## src/rtl/serpar_pkg.sv

```systemverilog
// Shared definitions for the byte-serial/parallel buffer sequencer.
// State encoding, default operation size and byte width.
package serpar_pkg;

  localparam int NBYTES_DEF = 112;
  localparam int BYTE_W     = 8;

  typedef enum logic [2:0] {
    S_IDLE  = 3'd0,
    S_FILL  = 3'd1,
    S_START = 3'd2,
    S_WAIT  = 3'd3,
    S_CAPT  = 3'd4,
    S_DRAIN = 3'd5
  } state_t;

  function automatic logic strobe_onehot0(input logic wr, input logic rd, input logic en);
    return ({1'b0, wr} + {1'b0, rd} + {1'b0, en}) <= 2'd1;
  endfunction

endpackage

```

## src/rtl/serpar_seq_ctrl_if.sv

```systemverilog
// Handshake, buffer-strobe and core-control bundle of the serpar sequencer.
// master = sequencer side, slave = buffer/core/stream partner side.
interface serpar_seq_ctrl_if;
  logic in_valid;
  logic in_ready;
  logic out_valid;
  logic out_ready;
  logic buf_wr;
  logic buf_rd;
  logic buf_en;
  logic core_start;
  logic core_done;
  logic busy;
  logic err;

  modport master (
    input  in_valid, out_ready, core_done,
    output in_ready, out_valid, buf_wr, buf_rd, buf_en, core_start, busy, err
  );

  modport slave (
    output in_valid, out_ready, core_done,
    input  in_ready, out_valid, buf_wr, buf_rd, buf_en, core_start, busy, err
  );
endinterface

```

## src/rtl/serpar_byte_cnt.sv

```systemverilog
// Modulo-NBYTES byte counter shared by the fill and drain phases.
// last flags cnt==NBYTES-1; an increment on last wraps to zero.
module serpar_byte_cnt #(
  parameter int NBYTES = 112,
  parameter int CNT_W  = 7
) (
  input  logic             clk,
  input  logic             rst,
  input  logic             inc,
  input  logic             clr,
  output logic [CNT_W-1:0] cnt,
  output logic             last
);

  localparam logic [CNT_W-1:0] LAST_VAL = CNT_W'(NBYTES - 1);

  logic [CNT_W-1:0] cnt_d;
  logic [CNT_W-1:0] cnt_q;

  assign last = (cnt_q == LAST_VAL);
  assign cnt  = cnt_q;

  // next count: clear wins over increment
  always_comb begin
    cnt_d = cnt_q;
    if (clr) begin
      cnt_d = {CNT_W{1'b0}};
    end else if (inc) begin
      if (last) begin
        cnt_d = {CNT_W{1'b0}};
      end else begin
        cnt_d = cnt_q + CNT_W'(1);
      end
    end else begin
      cnt_d = cnt_q;
    end
  end

  // count register
  always_ff @(posedge clk) begin
    if (rst) begin
      cnt_q <= {CNT_W{1'b0}};
    end else begin
      cnt_q <= cnt_d;
    end
  end

endmodule

```

## src/rtl/serpar_seq_ctrl.sv

```systemverilog
// Sequencer for the serial/parallel I/O buffer around the SKINNY core: fill, start, wait, capture, drain.
// Optional WAIT timeout with sticky err is compiled in with SERPAR_TIMEOUT_EN.
module serpar_seq_ctrl
  import serpar_pkg::*;
#(
  parameter int NBYTES  = NBYTES_DEF,
  parameter int CNT_W   = 7,
  parameter int TIMEOUT = 1023
) (
  input  logic              clk,
  input  logic              rst,
  serpar_seq_ctrl_if.master bus
);

  state_t state_d;
  state_t state_q;

  logic in_ready_s;
  logic out_valid_s;
  logic buf_wr_s;
  logic buf_rd_s;
  logic buf_en_s;
  logic core_start_s;
  logic cnt_inc_s;
  logic cnt_clr_s;
  logic cnt_last_s;
  logic [CNT_W-1:0] cnt_s;

`ifdef SERPAR_TIMEOUT_EN
  localparam int TMR_W = (TIMEOUT < 2) ? 1 : $clog2(TIMEOUT + 1);
  localparam logic [TMR_W-1:0] TMR_LAST = TMR_W'(TIMEOUT - 1);

  logic [TMR_W-1:0] tmr_d;
  logic [TMR_W-1:0] tmr_q;
  logic             err_d;
  logic             err_q;
`endif

  serpar_byte_cnt #(
    .NBYTES (NBYTES),
    .CNT_W  (CNT_W)
  ) u_byte_cnt (
    .clk  (clk),
    .rst  (rst),
    .inc  (cnt_inc_s),
    .clr  (cnt_clr_s),
    .cnt  (cnt_s),
    .last (cnt_last_s)
  );

  // next state and strobes; IDLE and FILL share acceptance so NBYTES==1 skips FILL
  always_comb begin
    state_d      = state_q;
    in_ready_s   = 1'b0;
    out_valid_s  = 1'b0;
    buf_wr_s     = 1'b0;
    buf_rd_s     = 1'b0;
    buf_en_s     = 1'b0;
    core_start_s = 1'b0;
    cnt_inc_s    = 1'b0;
    cnt_clr_s    = 1'b0;
`ifdef SERPAR_TIMEOUT_EN
    tmr_d        = tmr_q;
    err_d        = err_q;
`endif
    case (state_q)
      S_IDLE, S_FILL: begin
        in_ready_s = 1'b1;
        if (bus.in_valid) begin
          buf_wr_s  = 1'b1;
          cnt_inc_s = 1'b1;
          state_d   = cnt_last_s ? S_START : S_FILL;
        end else begin
          state_d   = state_q;
        end
      end
      S_START: begin
        core_start_s = 1'b1;
        cnt_clr_s    = 1'b1;
`ifdef SERPAR_TIMEOUT_EN
        tmr_d        = {TMR_W{1'b0}};
`endif
        state_d      = S_WAIT;
      end
      S_WAIT: begin
        if (bus.core_done) begin
          state_d = S_CAPT;
`ifdef SERPAR_TIMEOUT_EN
        end else if (tmr_q == TMR_LAST) begin
          err_d     = 1'b1;
          cnt_clr_s = 1'b1;
          state_d   = S_IDLE;
        end else begin
          tmr_d     = tmr_q + TMR_W'(1);
          state_d   = S_WAIT;
`else
        end else begin
          state_d = S_WAIT;
`endif
        end
      end
      S_CAPT: begin
        buf_en_s = 1'b1;
        state_d  = S_DRAIN;
      end
      S_DRAIN: begin
        out_valid_s = 1'b1;
        if (bus.out_ready) begin
          buf_rd_s  = 1'b1;
          cnt_inc_s = 1'b1;
          state_d   = cnt_last_s ? S_IDLE : S_DRAIN;
        end else begin
          state_d   = S_DRAIN;
        end
      end
      default: begin
        cnt_clr_s = 1'b1;
        state_d   = S_IDLE;
      end
    endcase
  end

  // state register
  always_ff @(posedge clk) begin
    if (rst) begin
      state_q <= S_IDLE;
    end else begin
      state_q <= state_d;
    end
  end

`ifdef SERPAR_TIMEOUT_EN
  // WAIT cycle counter and sticky timeout flag
  always_ff @(posedge clk) begin
    if (rst) begin
      tmr_q <= {TMR_W{1'b0}};
      err_q <= 1'b0;
    end else begin
      tmr_q <= tmr_d;
      err_q <= err_d;
    end
  end

  assign bus.err = err_q;
`else
  assign bus.err = 1'b0;
`endif

  assign bus.in_ready   = in_ready_s;
  assign bus.out_valid  = out_valid_s;
  assign bus.buf_wr     = buf_wr_s;
  assign bus.buf_rd     = buf_rd_s;
  assign bus.buf_en     = buf_en_s;
  assign bus.core_start = core_start_s;
  assign bus.busy       = (state_q != S_IDLE);

endmodule

```

## src/flat_wrapper.sv

```systemverilog
// flat-port wrapper written by rule: the top's interface ports become plain ports
module serpar_seq_ctrl_flat import serpar_pkg::*;
#(
  parameter int NBYTES  = NBYTES_DEF,
  parameter int CNT_W   = 7,
  parameter int TIMEOUT = 1023
)
  (clk, rst, bus_in_valid, bus_out_ready, bus_core_done, bus_in_ready, bus_out_valid, bus_buf_wr, bus_buf_rd, bus_buf_en, bus_core_start, bus_busy, bus_err);
  serpar_seq_ctrl_if bus_i ();
  input  logic clk;
  input  logic rst;
  input wire logic [$bits(bus_i.in_valid)-1:0] bus_in_valid;
  input wire logic [$bits(bus_i.out_ready)-1:0] bus_out_ready;
  input wire logic [$bits(bus_i.core_done)-1:0] bus_core_done;
  output wire logic [$bits(bus_i.in_ready)-1:0] bus_in_ready;
  output wire logic [$bits(bus_i.out_valid)-1:0] bus_out_valid;
  output wire logic [$bits(bus_i.buf_wr)-1:0] bus_buf_wr;
  output wire logic [$bits(bus_i.buf_rd)-1:0] bus_buf_rd;
  output wire logic [$bits(bus_i.buf_en)-1:0] bus_buf_en;
  output wire logic [$bits(bus_i.core_start)-1:0] bus_core_start;
  output wire logic [$bits(bus_i.busy)-1:0] bus_busy;
  output wire logic [$bits(bus_i.err)-1:0] bus_err;
  assign bus_i.in_valid = bus_in_valid;
  assign bus_i.out_ready = bus_out_ready;
  assign bus_i.core_done = bus_core_done;
  assign bus_in_ready = bus_i.in_ready;
  assign bus_out_valid = bus_i.out_valid;
  assign bus_buf_wr = bus_i.buf_wr;
  assign bus_buf_rd = bus_i.buf_rd;
  assign bus_buf_en = bus_i.buf_en;
  assign bus_core_start = bus_i.core_start;
  assign bus_busy = bus_i.busy;
  assign bus_err = bus_i.err;
  serpar_seq_ctrl #(.NBYTES(NBYTES), .CNT_W(CNT_W), .TIMEOUT(TIMEOUT)) u_core (.clk(clk), .rst(rst), .bus(bus_i));
endmodule
```

## config.mk

```make
export PLATFORM = sky130hd
export DESIGN_NAME = serpar_seq_ctrl_flat
export DESIGN_NICKNAME = d
export VERILOG_FILES = /design/src/rtl/serpar_pkg.sv /design/src/rtl/serpar_seq_ctrl_if.sv /design/src/rtl/serpar_byte_cnt.sv /design/src/rtl/serpar_seq_ctrl.sv /design/src/flat_wrapper.sv
export SDC_FILE = /design/constraint.sdc
export NUM_CORES = 1
export LEC_CHECK = 0
export ABC_CLOCK_PERIOD_IN_PS = 1970
export CAP_MARGIN = 30
export CORE_AREA = 2 2 39 41
export DETAILED_ROUTE_END_ITERATION = 16
export DIE_AREA = 0 0 41 43
export PLACE_DENSITY = 0.74
export SYNTH_ARGS = -nofsm -noshare
export SYNTH_HDL_FRONTEND = slang
export SYNTH_HIERARCHICAL = 1
export SYNTH_SLANG_ARGS = --single-unit
```

## constraint.sdc

```tcl
create_clock -name clk -period 1.97 [get_ports clk]
set_input_delay 0.394 -clock clk [delete_from_list [all_inputs] [get_ports clk]]
set_output_delay 0.394 -clock clk [all_outputs]
set_load 0.02 [all_outputs]
```

# Word-level counts from Yosys, hierarchy flattened
# Index checks and enable logic that the tools add are counted.
# W data, S select, Z words.
op_classes:
  add_sub_neg: 1
  n_eq_ne: 7
  n_mux: 16
  bitwise_logic: 1
  n_reduce_logical: 5
op_table:
  columns: ["cell", "count"]
  rows:
  - ["$pmux W3 S5", 1]
  - ["$mux W3", 4]
  - ["$mux W1", 8]
  - ["$add A7 B1 Y7 const B", 1]
  - ["$eq A7 B7 Y1 const B", 1]
  - ["$mux W7", 1]
  - ["$eq A3 B2 Y1 const B", 2]
  - ["$eq A3 B3 Y1 const B", 2]
  - ["$reduce_or A5 Y1", 1]
  - ["$reduce_or A2 Y1", 2]
  - ["$eq A3 B1 Y1 const B", 1]
  - ["$logic_not A3 Y1", 1]
  - ["$reduce_bool A3 Y1", 1]
  - ["$mux W2", 1]
  - ["$ne A2 B2 Y1 const B", 1]
  - ["$pmux W1 S2", 1]
  - ["$not A1 Y1", 1]
word_totals:
  register_bits: 10
  output_inout_bits: 8
  elab_cells: 32

# Logic depth before layout (Yosys ltp)
# Gate-level depths: netlist of the first run.
logic_depth:
  ltp_word: 4
  mapped_depth: 8
  ltp_nobuf: 6

# Cells and area by module
# Netlist of the first run, hierarchy kept.
modules_own_cells:
  columns: ["module", "n_inst", "cells_each", "area_per_inst_um2"]
  rows:
  - ["serpar_byte_cnt", 1, 44, 384.1]
  - ["serpar_seq_ctrl", 1, 32, 234.0]

# Worst setup path before layout of the first run
# No wires, ideal clock.
synth_path:
  path_type: "register to register"
  start: "register u_core.state_q[1]"
  end: "register u_core.u_byte_cnt.cnt_q[5], in the netlist u_core/u_byte_cnt/cnt[5]"
  setup_ns: 0.087
  t_arrival_ns: 2.038
  path_slack_ns: -0.155
  path_stages_with_launch: 9
  n_path_buf: 2
  synth_period_minus_slack_ns: 2.125
  cell_sequence: "dfxtp_1 buf_6 nor2_1 and2_1 or2_1 buf_4 or4b_1 o31a_1 o31ai_1"
synth_between:
  elab_cells_between_ends: 10
  classes_between: "eq/ne: 4; mux: 1; bitwise: 1; reduce/logical: 4"
synth_lines:
  columns: ["element", "line", "source"]
  rows:
  - ["start: declaration", "serpar_seq_ctrl.sv:16", "state_t state_q;"]
  - ["start signal: assignment", "serpar_seq_ctrl.sv:128", "state_q <= state_d;"]
  - ["$eq A3 B1 Y1 or $logic_not A3 Y1 (tied branches)", "serpar_seq_ctrl.sv:66", "case (state_q)"]
  - ["$reduce_or A2 Y1", "serpar_seq_ctrl.sv:66", null]
  - ["$pmux W1 S2 *", "serpar_seq_ctrl.sv:66", null]
  - ["named net u_core.cnt_inc_s", "serpar_seq_ctrl.sv:24", "logic cnt_inc_s;"]
  - ["end signal: assignment", "serpar_byte_cnt.sv:42", "cnt_q <= {CNT_W{1'b0}};"]
  - ["end signal: assignment", "serpar_byte_cnt.sv:44", "cnt_q <= cnt_d;"]
  - ["end: declaration", "serpar_byte_cnt.sv:18", "logic [CNT_W-1:0] cnt_q;"]
# Mark *: on every way through the listed nets, which the timed path passes. The rest lies on a longest branch.
# A chain may end at the register's enable or synchronous reset.

# Final worst setup path of the first run
layout_path:
  start: "register u_core.state_q[1]"
  end: "output bus_out_valid"
layout_between:
  elab_chain_cells: 2
layout_lines:
  columns: ["element", "line", "source"]
  rows:
  - ["$eq A3 B3 Y1", "serpar_seq_ctrl.sv:66", null]
  - ["$mux W1", "serpar_seq_ctrl.sv:66", null]
  - ["end: declaration", "flat_wrapper.sv:16", "output wire logic [$bits(bus_i.out_valid)-1:0] bus_out_valid;"]
# Every way passes these cells.

==> results of run 1 <==
## cells in the final DEF, fill, tap and decap left out, types with 3 or more instances in the layout
cell,count
inv_1,4
a31oi_1,3
a21oi_1,7
or4b_1,3
clkdlybuf4s50_1,9
clkbuf_4,3
dfxtp_1,8
o21ai_0,3
nand2_1,5
buf_4,4
nor2_1,5
## flip-flops by register name, indices dropped and copies added (netlist names)
signal                 flops
u_core/u_byte_cnt/cnt      7
u_core/state_q             3
## worst max-delay path, cell delays in order, from the launching register on
cell	delay (ns)
dfxtp_1	0.34
nand2b_4	0.16
nor2_1	0.09
clkdlybuf4s50_1	0.62
## cell families (layout without fill, tap and decap cells)
| family | after synthesis | after routing |
|---|---|---|
| and+or+nand+nor | 35 | 35 |
| buffers and inverters | 9 | 22 |
| AOI/OAI and AO/OA | 19 | 19 |
| DFF | 10 | 10 |
| adders and majority gates | 1 | 1 |
| other | 1 | 1 |
| xor gates and xnor gates | 1 | 1 |
## worst max-delay path by stage
stage	startpoint	endpoint	slack, ns	cells past startpoint
6_report	u_core/state_q[1]$_SDFFE_PP0P_	bus_out_valid	0.11	3
5_1_grt	u_core/state_q[2]$_SDFFE_PP0P_	bus_core_start	0.04	3
4_1_cts	u_core/state_q[0]$_SDFFE_PP0P_	bus_out_valid	0.0006	3
3_5_place_dp	bus_out_ready	u_core/u_byte_cnt/cnt[5]$_SDFFE_PP0P_	-0.11	7
3_3_place_gp	bus_out_ready	bus_buf_rd	-0.08	4
2_1_floorplan	u_core/state_q[0]$_SDFFE_PP0P_	u_core/u_byte_cnt/cnt[5]$_SDFFE_PP0P_	0.003	8
## stage by stage
step                setup TNS (ns)  utilization, %  area (sq um)  worst slack, ns
finish                           0            55.7           771            0.108
global route                     0            55.7           771           0.0364
CTS                              0            55.5           768         0.000643
detailed placement          -0.413            54.1           748           -0.114
global placement            -0.243            54.1           748          -0.0840
floorplan                        0               -           622          0.00264
## routing by layer
metal  share of wire, %  wire (um)  vias up  GRT usage [%]
met2                 49        623        9           26.6
met4               0.71          9        0           6.00
li1                   -          -      296              -
met3                5.1         64        2           7.85
met1                 45        567      259           20.5
met5                  0          0        -              0
## layout make-up
type                       instances  area [sq um]  share of cell area, %
clock buffer                       3          22.5                   2.92
inverter                           4          15.0                   1.95
multi-input combinational         57           373                   48.4
sequential                        10           203                   26.3
tap                               16          20.0                   2.60
timing repair buffer              15           138                   17.9
## power by group
part	internal (uW)	switching (uW)	total, uW
Sequential	207	6.25	213
Clock	70.1	61.6	132
Combinational	23.6	21.5	45.0
==> impl_results.md, run 1 <==
* Status: completed
* Largest family of logic cells by synthesized area: simple AND/OR/NAND/NOR gates
* Power, Total at 390 uW
* Post-synthesis net count at 82
* RePlAce Congestion at 0.771
* Initial antenna violation count at 0
* Count of final setup violators at 0
* Top_reg_cell synth: dfxtp_1
* DRT antenna net count at 0
* Complex-gate fraction of the synthesized area at 18.8%
* Tot GR Track Use at 17.3%
* Crit path max fanout at 4
* Nets at 97
* Fmax at 537 MHz
* Maximum vdd drop at 405 uV
* Post-synth ARST share at 0%
* First-pass GRT wire length at 2.06 mm
* Routed wire length at 1.26 mm
* Post-synth EDFFs at 0
* Die Span X at 41 um
* # DRC at 0
* Post-CTS Hold Fix Bufs at 0
* Post-synth cell types at 36
* Hold depth at 2
* Detailed router's first-iteration violation count at 19
* CTS Sinks at 10
* WHS at 0.493 ns
* Worst skew pair latency at 0.26 ns
* Max Slew Vio Count at 0
* Die area at 1760 sq um
* Root buffer cell: clkbuf_4
* Final hold vios at 0
* Top cell type's share of synthesized area at 32.4%
* Top post-synthesis cells by count: dfxtp_1 (10), a21oi_1 (7), nor2_1 (6)
* Worst Hold Endpoint: u_core/u_byte_cnt/cnt[4]$_SDFFE_PP0P_
* FILL cells at 144
* Leak at 0.000297 uW
* Cells after Synth at 76
* Cell taking the most area after synthesis: dfxtp_1
* Ratio of cells with drive above 1 in the final layout at 21.3%
* Post-route clock period utilization at 94.5%
* Mapped Area at 618 sq um
* Seq/Total Area, Yosys at 32.4%
* Die Ht at 43 um
* CTS tree: built
* Clk slew on worst S/H paths at 0.06 ns
* Post-synthesis simple-gate area fraction at 36.8%
* Area Growth Syn to Fin at 24.7%
* DP HPWL at 980 um
* XOR/XNOR share of the synthesized area at 1.42%
* Worst Path Required at 1.58 ns
* Startpoint types: flip-flop
* Maximum root-to-sink buffer count at 2
* Total CTS buffers at 3
* #FFs+latches synth at 10
* Leading post-synthesis cells by cell area: dfxtp_1 (32%), a21oi_1 (5.7%), or4b_1 (4.9%), nor2_1 (3.6%), a31oi_1 (3.0%)
* RR Endpoint: u_core/u_byte_cnt/cnt[5]$_SDFFE_PP0P_
* Initial Util at 44.7%
* Post-Synth Adder-Cell Area at 2.02%
* Unrepaired setup endpoints after global routing: no
* Vias/cell at 5.39
* Resize count post-CTS at 2
* Pwr/cell area at 506 nW/um^2
* Setup Crit Path Kind: flip-flop to output port
* Worst reg2reg path startpoint: u_core/state_q[2]$_SDFFE_PP0P_
* IO buf count at 11
* DR vias at 566
* Core area at 1380 sq um
* Most common cell in the synthesized netlist: dfxtp_1
* Congestion Overflow GR at 0
* R2r worst-path depth at 6
* Largest net degree at the start of global routing at 10
* Avg Inst Size Synth at 8.13 sq um
* Maxcap violations at 0
* Antenna diodes at 0
* Num rows at 14
* Synth warn at 6
* CP arrival at 1.47 ns
* Setup bufs post-CTS at 0
* H-Tree Depth at 1
* Hold_sp: u_core/u_byte_cnt/cnt[4]$_SDFFE_PP0P_
* Final Skew at 0.00165 ns
* I/O pin count at 13
* Vias in the first global route at 498
* Hold Path Class: flip-flop to flip-flop
* Placed cells at 102
* Min Tclk post-route at 1.86 ns
* Post-Layout Cell Count at 105
* Wirelength per Cell at 12.0 um
* Drt pass-1 iters at 4
* Worst setup EP type: output port
* Multiplexer share of the synthesized area at 0%
* R2R setup slack at 0.28 ns
No activity file was read; power rests on OpenSTA's default activity.
==> inputs of run 2 (changes only) <==
--- a/config.mk
+++ b/config.mk
@@ -11,6 +11,7 @@
 export DETAILED_ROUTE_END_ITERATION = 16
 export DIE_AREA = 0 0 41 43
 export PLACE_DENSITY = 0.74
+export SLEW_MARGIN = 10
 export SYNTH_ARGS = -nofsm -noshare
 export SYNTH_HDL_FRONTEND = slang
 export SYNTH_HIERARCHICAL = 1
==> results of run 2 <==
The final DEF is identical to that of run 1; final timing and power are the same.
==> inputs of run 3 (changes only) <==
--- a/config.mk
+++ b/config.mk
@@ -10,7 +10,7 @@
 export CORE_AREA = 2 2 39 41
 export DETAILED_ROUTE_END_ITERATION = 16
 export DIE_AREA = 0 0 41 43
-export PLACE_DENSITY = 0.74
+export PLACE_DENSITY = 0.8
 export SLEW_MARGIN = 10
 export SYNTH_ARGS = -nofsm -noshare
 export SYNTH_HDL_FRONTEND = slang
==> impl_results.md, run 3 (synthesized netlist as in run 1, its figures left out) <==
* Status: completed
* Ratio of cells with drive above 1 in the final layout at 24.7% (+3.4 points)
* WHS at 0.500 ns (+0.00704 ns)
* Total CTS buffers at 3 (unchanged)
* Worst path cell trace: inv_1 -> and3_2 -> clkdlybuf4s50_1
* Maxcap violations at 0 (unchanged)
* Vias/cell at 5.34 (-0.95%)
* Core area at 1380 sq um (unchanged)
* WP buf/inv at 2 (+1)
* RePlAce Congestion at 0.769 (-0.32%)
* Number of flip-flops in the largest register at 7 (unchanged)
* DRT antenna net count at 0 (unchanged)
* CP arrival at 1.47 ns (about the same)
* DP HPWL at 1.01 mm (+3.1%)
* Initial Util at 44.7% (unchanged)
* Largest net degree at the start of global routing at 10 (unchanged)
* Antenna diodes at 0 (unchanged)
* Final hold vios at 0 (unchanged)
* Initial antenna violation count at 0 (unchanged)
* Final worst setup slack at 0.111 ns (+0.00293 ns)
* Final Skew at 0.00377 ns (+0.00211 ns)
* Clk slew on worst S/H paths at 0.06 ns (about the same)
* R2r worst-path depth at 6 (unchanged)
* Worst setup EP type: output port
* Power, Total at 440 uW (+13%)
* Unrepaired setup endpoints after global routing: no
* Crit path from: u_core/state_q[2]$_SDFFE_PP0P_
* Core Util, Final at 58.3% (+2.6 points)
* Startpoint types: flip-flop
* Leak at 0.000318 uW (+7.1%)
* Family with the most delay on the worst path: buffers and inverters
* Routed wire length at 1.31 mm (+3.9%)
* Hold depth at 2 (unchanged)
* R2R setup slack at 0.25 ns (-0.03 ns)
* Drt pass-1 iters at 4 (unchanged)
* Tot GR Track Use at 16.4% (-0.89 points)
* Num rows at 14 (unchanged)
* Maximum root-to-sink buffer count at 2 (unchanged)
* Maximum vdd drop at 307 uV (-24%)
* Hold Path Class: flip-flop to flip-flop
* CTS tree: built
* CP peak stage delay at 0.53 ns (-0.09 ns)
* Setup TNS at 0 ns (unchanged)
* Setup Crit Path Kind: flip-flop to output port
* Min Tclk post-route at 1.86 ns (-0.00293 ns)
* RR Endpoint: u_core/u_byte_cnt/cnt[5]$_SDFFE_PP0P_
* Count of final setup violators at 0 (unchanged)
* Max Slew Vio Count at 0 (unchanged)
* Worst Path Required at 1.58 ns (about the same)
* Area Growth Syn to Fin at 30.6%
* Detailed router's first-iteration violation count at 11 (-8)
* Setup WS pre-CTS at -0.141 ns (-0.0273 ns)
* Slowest CP cell: clkdlybuf4s50_1
* Worst skew pair latency at 0.26 ns (about the same)
* H-Tree Depth at 1 (unchanged)
* Met1 Wirelength at 590 um (+4.1%)
* I/O pin count at 13 (unchanged)
* Post-route clock period utilization at 94.4% (-0.15 points)
* Commonest non-fill, non-tap cell in the layout: clkdlybuf4s50_1
* Worst reg2reg path startpoint: u_core/state_q[1]$_SDFFE_PP0P_
* Top Layer Used: met3
* Register area at 203 sq um (unchanged)
* Hold_sp: u_core/u_byte_cnt/cnt[4]$_SDFFE_PP0P_
* Pwr/cell area at 545 nW/um^2 (+7.6%)
* Crit path max fanout at 5 (+1)
* Met3 wire len at 90 um (+41%)
* CP Depth at 3 (unchanged)
* Area of the multi-input gates at 373 sq um (unchanged)
* Met2 wire length at 632 um (+1.4%)
* # DRC at 0 (unchanged)
* Congestion Overflow GR at 0 (unchanged)
* Die Span X at 41 um (unchanged)
* Most frequent cells in the layout: clkdlybuf4s50_1 (9), dfxtp_1 (8), a21oi_1 (7), buf_4 (7)
* Worst Hold Endpoint: u_core/u_byte_cnt/cnt[4]$_SDFFE_PP0P_
* Vias in the first global route at 509 (+2.2%)
* IO buf count at 11 (unchanged)
* First-pass GRT wire length at 2.01 mm (-2.0%)
* Nets at 100 (+3.1%)
* CTS Sinks at 10 (unchanged)
* Die area at 1760 sq um (unchanged)
* Fmax at 538 MHz (+0.16%)
* DR vias at 582 (+2.8%)
* Wirelength per Cell at 12.0 um (about the same)
* Die Ht at 43 um (unchanged)
* Root buffer cell: clkbuf_4
* FILL cells at 121 (-16%)
## run 3: changes by cell type in the layout (fill, tap and decap cells not counted), sizes merged
cell / before / now
buf: 4 / 7
clkbuf: 3 / 4
## run 3: report_power, final
part,internal [uW],switching (uW),leakage [uW]
clock,112,66.3,0.0000210
sequential,207,6.45,0.0000819
combinational,25.7,22.0,0.000215
## run 3: worst min-delay path: cells and delay by family, from the launching register on
family	cells	cell delay, ns
simple gates	1	0.06
flops	1	0.33
compound gates	1	0.06
## run 3: how the worst max path moves through the flow
stage                                                  endpoint  slack [ns]
after floorplan           u_core/u_byte_cnt/cnt[5]$_SDFFE_PP0P_       0.003
after global placement    u_core/u_byte_cnt/cnt[5]$_SDFFE_PP0P_       -0.09
after detailed placement  u_core/u_byte_cnt/cnt[5]$_SDFFE_PP0P_       -0.14
after CTS                                        bus_core_start       0.004
after global routing                             bus_core_start        0.05
final                                            bus_core_start        0.11
## run 3: routing by layer
layer / up-vias / GRT usage (%)
met5: - / 0
met4: 0 / 6.00
met3: 0 / 5.24
met2: 12 / 25.9
met1: 263 / 19.9
li1: 307 / -
## run 3: through the flow
step / instances / area [sq um]
floorplan: 76 / 622
global placement: 105 / 771
detailed placement: 105 / 771
CTS: 109 / 805
global route: 109 / 807
finish: 109 / 807
## run 3: final cells by class
cell class | count | share of cell area [%]
inverter | 4 | 1.86
clock buffer | 4 | 4.50
tap | 16 | 2.48
multi-input combinational | 57 | 46.2
sequential | 10 | 25.1
timing repair buffer | 18 | 19.8
## run 3: what timing repair did
| action | 4_1_cts | 5_1_grt |
|---|---|---|
| gates resized for setup | 2 | 2 |
| setup endpoints to repair | 2 | 2 |
| setup buffers | 0 | 0 |
| endpoints found under the hold margin | 0 | 0 |
| cloned | 0 | 0 |
| hold buffers | 0 | 0 |
